$ cat config.mk
export PLATFORM = sky130hd
export DESIGN_NAME = regfile_wb_arbiter
export DESIGN_NICKNAME = d
export VERILOG_FILES = /design/src/rtl/regfile_wb_arbiter.sv
export SDC_FILE = /design/constraint.sdc
export NUM_CORES = 1
export LEC_CHECK = 0
export ABC_CLOCK_PERIOD_IN_PS = 3100
export BUFFER_PORTS_ARGS = -buffer_cell sky130_fd_sc_hd__buf_2
export CORE_MARGIN = 3
export CORE_UTILIZATION = 50
export CTS_CLUSTER_DIAMETER = 120
export CTS_CLUSTER_SIZE = 8
export DETAILED_ROUTE_END_ITERATION = 8
export GPL_ROUTABILITY_DRIVEN = 0
export PLACE_DENSITY = 0.88
export SKIP_CTS_REPAIR_TIMING = 1
export SYNTH_ARGS = -nofsm -noshare
export SYNTH_HDL_FRONTEND = slang
export SYNTH_SLANG_ARGS = --single-unit
$ cat constraint.sdc
create_clock -name clk -period 3.1 [get_ports clk]
set_clock_uncertainty 0.1 [all_clocks]
set_input_delay 0.155 -clock clk [delete_from_list [all_inputs] [get_ports clk]]
set_output_delay 0.155 -clock clk [all_outputs]
set_load 0.05 [all_outputs]
$ cat src/rtl/regfile_wb_arbiter.sv
// Writeback arbiter for the register file write port: fixed A-over-B priority,
// a starvation counter that forces B through, and a pending-destination mask.
module regfile_wb_arbiter #(
  parameter int DATA_W     = 32,
  parameter int ADDR_W     = 5,
  parameter int STARVE_MAX = 3
) (
  input  logic                 clk,
  input  logic                 rst_n,
  input  logic                 a_valid,
  input  logic [ADDR_W-1:0]    a_rd,
  input  logic [DATA_W-1:0]    a_data,
  output logic                 a_ready,
  input  logic                 b_valid,
  input  logic [ADDR_W-1:0]    b_rd,
  input  logic [DATA_W-1:0]    b_data,
  output logic                 b_ready,
  input  logic                 b_issue,
  input  logic [ADDR_W-1:0]    b_issue_rd,
  output logic                 reg_write,
  output logic [ADDR_W-1:0]    write_reg,
  output logic [DATA_W-1:0]    write_data,
  output logic [2**ADDR_W-1:0] pend_mask
);

  localparam int NREG  = 2**ADDR_W;
  localparam int CNT_W = $clog2(STARVE_MAX + 1);

  // Handshake: a source transfers in a cycle where its valid and ready are both
  // high; ready is a pure function of this cycle's valids and never precedes valid.
  logic [CNT_W-1:0]  starve_cnt;
  logic              starve_at_max;
  logic              grant_a;
  logic              grant_b;
  logic [ADDR_W-1:0] win_rd;
  logic [DATA_W-1:0] win_data;
  logic              commit;
  logic [NREG-1:0]   pend_next;

  assign starve_at_max = (starve_cnt == CNT_W'(STARVE_MAX));

  always_comb begin
    grant_b  = b_valid && (!a_valid || starve_at_max);
    grant_a  = a_valid && !grant_b;
    win_rd   = grant_b ? b_rd : a_rd;
    win_data = grant_b ? b_data : a_data;
    // Writes to x0 complete the handshake but never reach the register file.
    commit   = (grant_a || grant_b) && (win_rd != '0);
  end

  assign a_ready = grant_a;
  assign b_ready = grant_b;

  // Issue is applied after the clear so a same-edge set on the same index wins.
  always_comb begin
    pend_next = pend_mask;
    if (grant_b) pend_next[b_rd] = 1'b0;
    if (b_issue) pend_next[b_issue_rd] = 1'b1;
    pend_next[0] = 1'b0;
  end

  always_ff @(posedge clk) begin
    if (!rst_n) begin
      starve_cnt <= '0;
      reg_write  <= 1'b0;
      write_reg  <= '0;
      write_data <= '0;
      pend_mask  <= '0;
    end else begin
      if (!b_valid || grant_b)
        starve_cnt <= '0;
      else if (!starve_at_max)
        starve_cnt <= starve_cnt + 1'b1;

      reg_write <= commit;
      if (commit) begin
        write_reg  <= win_rd;
        write_data <= win_data;
      end
      pend_mask <= pend_next;
    end
  end

endmodule

# --- Word level (Yosys, flattened, before mapping) ---
# Index checks and enable logic that the tools add are counted.
word_totals:
  regBits: 72
  output_inout_bits: 72
  in_bits: 84
  rom_bits: 0
  ramBits: 0
  latchBits: 0
  wordCells: 37
  memories: 0
op_classes:
  addsub: 1
  multipliers: 0
  muxes: 8
  shift: 0
  n_reduce_logical: 13
  n_div: 0
  n_eq_ne: 1
  n_lt_le_gt_ge: 4
  bitwise_logic: 4
op_table:
  columns: ["op", "n"]
  rows:
  - ["$mux W32", 3]
  - ["$and A32 B32 Y32", 1]
  - ["$not A32 Y32", 1]
  - ["$or A32 B32 Y32", 1]
  - ["$lt A5 B6 Y1 const B", 2]
  - ["$demux W1 S5", 2]
  - ["$ge A5 B1 Y1 const B", 2]
  - ["$logic_and A1 B1 Y1", 5]
  - ["$mux W5", 1]
  - ["$reduce_bool A5 Y1", 1]
  - ["$logic_not A1 Y1", 3]
  - ["$logic_or A1 B1 Y1", 3]
  - ["$add A2 B1 Y2 const B", 1]
  - ["$eq A2 B2 Y1 const B", 1]
  - ["$mux W1", 2]
  - ["$reduce_or A2 Y1", 1]
  - ["$not A1 Y1", 1]

# --- Logic depth before layout (Yosys ltp) ---
depth:
  word_depth: 9
  mapped_depth: 7
  mapped_depth_nobuf: 6

# --- Worst setup path before layout ---
# No wires, ideal clock.
synth_timing:
  path_type: "reg-to-reg"
  start: "register starve_cnt[0]"
  end: "register write_data[0]"
  path_stages_with_launch: 7
  n_path_buf: 1
  period_less_slack_ns: 2.792
  required_ns: 2.911
  path_slack_ns: 0.308
  arrival_time_ns: 2.603
  setup_time_ns: 0.089
  path_cell_list: "dfxtp_1 -> ha_1 -> a21boi_0 -> o21a_1 -> clkbuf_1 -> nor3_1 -> a311oi_2"
synth_between:
  elab_chain_cells: 7
  word_cells_on_any_way: 10
  classes_between: "eq/ne: 1; mux: 2; reduce/logical: 7"
synth_lines:
  columns: ["item", "line_no", "rtl"]
  rows:
  - ["start, declared", "31", "logic [CNT_W-1:0] starve_cnt;"]
  - ["start signal, assigned", "73", "starve_cnt <= starve_cnt + 1'b1;"]
  - ["$eq A2 B2 Y1", "40", "assign starve_at_max = (starve_cnt == CNT_W'(STARVE_MAX));"]
  - ["$logic_or A1 B1 Y1", "43", "grant_b = b_valid && (!a_valid || starve_at_max);"]
  - ["$logic_and A1 B1 Y1", "43", null]
  - ["$logic_not A1 Y1", "44", "grant_a = a_valid && !grant_b;"]
  - ["$logic_and A1 B1 Y1", "44", null]
  - ["via a_ready", "13", "output logic a_ready,"]
  - ["$logic_or A1 B1 Y1", "48", "commit = (grant_a || grant_b) && (win_rd != '0);"]
  - ["$logic_and A1 B1 Y1", "48", null]
  - ["end signal, assigned", "78", "write_data <= win_data;"]
  - ["end, declared", "22", "output logic [DATA_W-1:0] write_data,"]
# The timed path passes the listed nets, and every way through them passes these cells.
# A chain may end at the register's enable or synchronous reset.

# --- Worst setup path after layout ---
layout_timing:
  start: "register starve_cnt[0]"
  end: "register write_data[6]"
layout_between:
  elab_chain_cells: 7
  word_cells_on_any_way: 10
  classes_between: "eq/ne: 1; mux: 2; reduce/logical: 7"
layout_lines:
  columns: ["item", "line_no"]
  rows:
  - ["$eq A2 B2 Y1 (*)", "40"]
  - ["$logic_or A1 B1 Y1 (*)", "43"]
  - ["$logic_and A1 B1 Y1 (*)", "43"]
  - ["parallel branches: the longest is 4 deep, another holds $mux W5", null]
# Mark *: on every way between the ends.

==> flow_summary.json <==
{
  "outcome": "finished with violations",
  "violations": "negative hold slack",
  "clockBufferDepth": 2,
  "clk_pin_slew_ps": 80,
  "cpMaxStageDelayCell": "or2_2",
  "grt_pass1_wl_mm": 15.67,
  "first_pass_iters": 5,
  "start_util_pct": 52.85,
  "tns_ps": 0,
  "cp-start-kind": "register",
  "numCtsBuffers": 9,
  "synth_async_sr_flop_share_pct": 0,
  "overflow": 0,
  "clock_power_share_pct": 39.8,
  "synthFlopType": "dfxtp_1",
  "drc_errors": 0,
  "n_antenna_cell": 0,
  "cts-root-buf": "clkbuf_8",
  "grt_max_degree": 38,
  "ys_types": 36,
  "clkLatencyLatePin_ps": 340,
  "endpoint_kind": "register",
  "switchingPower_uw": 748.2,
  "row_count": 28,
  "cp.arrival_ps": 3010,
  "dp.cells": 564,
  "cp_cell_sequence": "ha_1, a21boi_0, o21a_1, or2_2, a311oi_1, dlygate4sd3_1",
  "p_int_uw": 1758,
  "p_per_area_nw_per_um2": 574.1,
  "largest_reg_flops": 32,
  "period_needed_ps": 2879,
  "ys_seq_area_share_pct": 44.12,
  "fmax_mhz": 347.3,
  "die_x_um": 86.27,
  "hold_violations": 2,
  "worst_path_largest_cell_delay_ps": 760,
  "route.final.wire_length_mm": 10.45,
  "cts_tree": "done",
  "p_leak_uw": 0.001936,
  "post_drt_wl_per_cell_um": 17.68,
  "htreeDepth": 3,
  "drive_above_1_share_pct": 40.12,
  "first_global_vias": 3297,
  "synth_area_per_cell_um2": 8.925,
  "layout.nets": 596,
  "p_seq_share_pct": 39.3,
  "synth-edff-count": 0,
  "critical_path_required_ps": 3230,
  "timing.hold.ws_ps": -7.140,
  "clock-sinks": 71,
  "io_pins": 156,
  "setup_violations": 0,
  "dp_hpwl_mm": 7.134,
  "drt_iter0_drc": 243,
  "port_buffers": 154,
  "min_period_over_period_pct": 92.87,
  "drv_slew": 0,
  "dieArea_um2": 7443,
  "synth_cells": 361,
  "syn_to_final_growth_pct": 35.50,
  "swShare_pct": 29.85,
  "design.core.area_um2": 6096,
  "routed_via_density": 5.959,
  "path_class": "reg2reg",
  "combPwrFrac_pct": 20.9,
  "cp_max_fo": 37,
  "die_y_um": 86.27,
  "ant_nets": 0,
  "rsz0062_at_grt": "no",
  "finalNonFillerCells": 591,
  "max_slew_margin_pct": 34.91,
  "synth.net_count": 446,
  "worstMarginPinSlew_ps": 976.4,
  "crit_buf_inv": 1,
  "vias": 3522,
  "critical-path-top-delay-family": "simple AND/OR/NAND/NOR gates",
  "ys_warn_count": 0,
  "antenna_found_initial": 0,
  "synth-seq-cells": 71,
  "ir_worst_vdd_v": 0.0004114,
  "grtUsageTotal_pct": 26.31,
  "cap_viol_max_count": 0,
  "hold_path.class": "in2reg",
  "syn_area_um2": 3222
}
## cells in the final DEF (no fill, tap or decap), types with 5 or more instances in the layout
cell type      netlist  final
buf_4                1      6
o22ai_1              5      5
clkbuf_8             0     10
o21ai_0             32     32
nand3b_1             6      6
dlygate4sd3_1        0     11
dfxtp_1             71     71
nand2_1             75     75
buf_2                4    154
o211ai_1            31     31
nor3_1              35     35
a311oi_1             7      7
a311oi_2            25     25
## power by group through the flow
| stage | Combinational (µW) | Sequential, µW | Clock (µW) |
|---|---|---|---|
| 2_1_floorplan | 192 | 1170 | 0 |
| 3_3_place_gp | 495 | 1000 | 0 |
| 3_5_place_dp | 502 | 1010 | 0 |
| 4_1_cts | 505 | 985 | 1000 |
| 5_1_grt | 552 | 990 | 1050 |
| 6_report | 523 | 985 | 998 |
## routing by layer
layer | vias to the layer above | part of all wire (%) | routed length, µm | global-route usage (%)
li1 | 1636 | - | - | -
met1 | 1682 | 38 | 4003 | 31.53
met2 | 184 | 50 | 5206 | 45.34
met3 | 20 | 10 | 1049 | 8.745
met4 | 0 | 1.8 | 188 | 6.941
met5 | - | 0 | 0 | 0
## final timing paths
| check | from | end | slack, ps | depth (start not counted) |
|---|---|---|---|---|
| min reg2reg | starve_cnt[0]$_SDFFE_PP0N_ | starve_cnt[0]$_SDFFE_PP0N_ | 330 | 1 |
| max | starve_cnt[0]$_SDFFE_PP0N_ | write_data[6]$_SDFFE_PN0P_ | 220 | 6 |
| max reg2reg | starve_cnt[0]$_SDFFE_PP0N_ | write_data[6]$_SDFFE_PN0P_ | 220 | 6 |
| min | a_data[10] | write_data[10]$_SDFFE_PN0P_ | -7 | 3 |
## final cells by class
class / count / area, µm²
clock inverters: 5 / 128.9
multi-input cells: 253 / 1635
well taps: 75 / 93.84
inverters: 5 / 18.77
clock buffers: 11 / 141.4
repair buffers: 171 / 925.9
fillers: 468 / 1730
flip-flops and latches: 71 / 1421
## synthesized netlist by cell type, types with 3 or more instances
cell      count  area share (%)
nand2_1      75             8.7
or3_1         3            0.58
nand4_1       3            0.58
dfxtp_1      71              44
inv_1         4            0.47
mux2i_1       4             1.2
a311oi_1      7             1.9
o211ai_1     31             7.2
nor2_1        4            0.47
a311oi_2     25              12
o22ai_1       5            0.97
clkbuf_1     22             2.6
nand3b_1      6             1.4
buf_2         4            0.62
buf_6         4             1.4
or3b_2        4             1.1
o21ai_0      32             5.0
nor3_1       35             5.4
## tightest hold or removal path: cells and delay by family
family | cells | cell delay, ps
buffers and inverters | 1 | 100
AOI/OAI and AO/OA | 1 | 80
and+or+nand+nor | 1 | 40
## cell families after synthesis
logic type	count (synthesis)	share of synthesized area (%)
and+or+nand+nor	141	20.66
adders and majority gates	1	0.3883
other	1	0.1164
muxes	4	1.243
AOI/OAI and AO/OA	106	27.96
buffers and inverters	37	5.514
DFF	71	44.12
## per-stage QoR
step           setup slack (ps)  area [µm²]  util [%]  hold slack [ps]  power, µW
3_3_place_gp              904.6        3985     65.37            312.7       1499
2_1_floorplan             308.1        3222         -            216.1       1365
4_1_cts                   633.3        4255     69.81           -31.09       2495
6_report                  221.0        4365     71.61           -7.140       2506
3_5_place_dp              851.6        3985     65.37            323.6       1509
5_1_grt                   188.6        4365     71.61           0.1608       2588
Note: power is estimated with default switching activity, not from simulation.
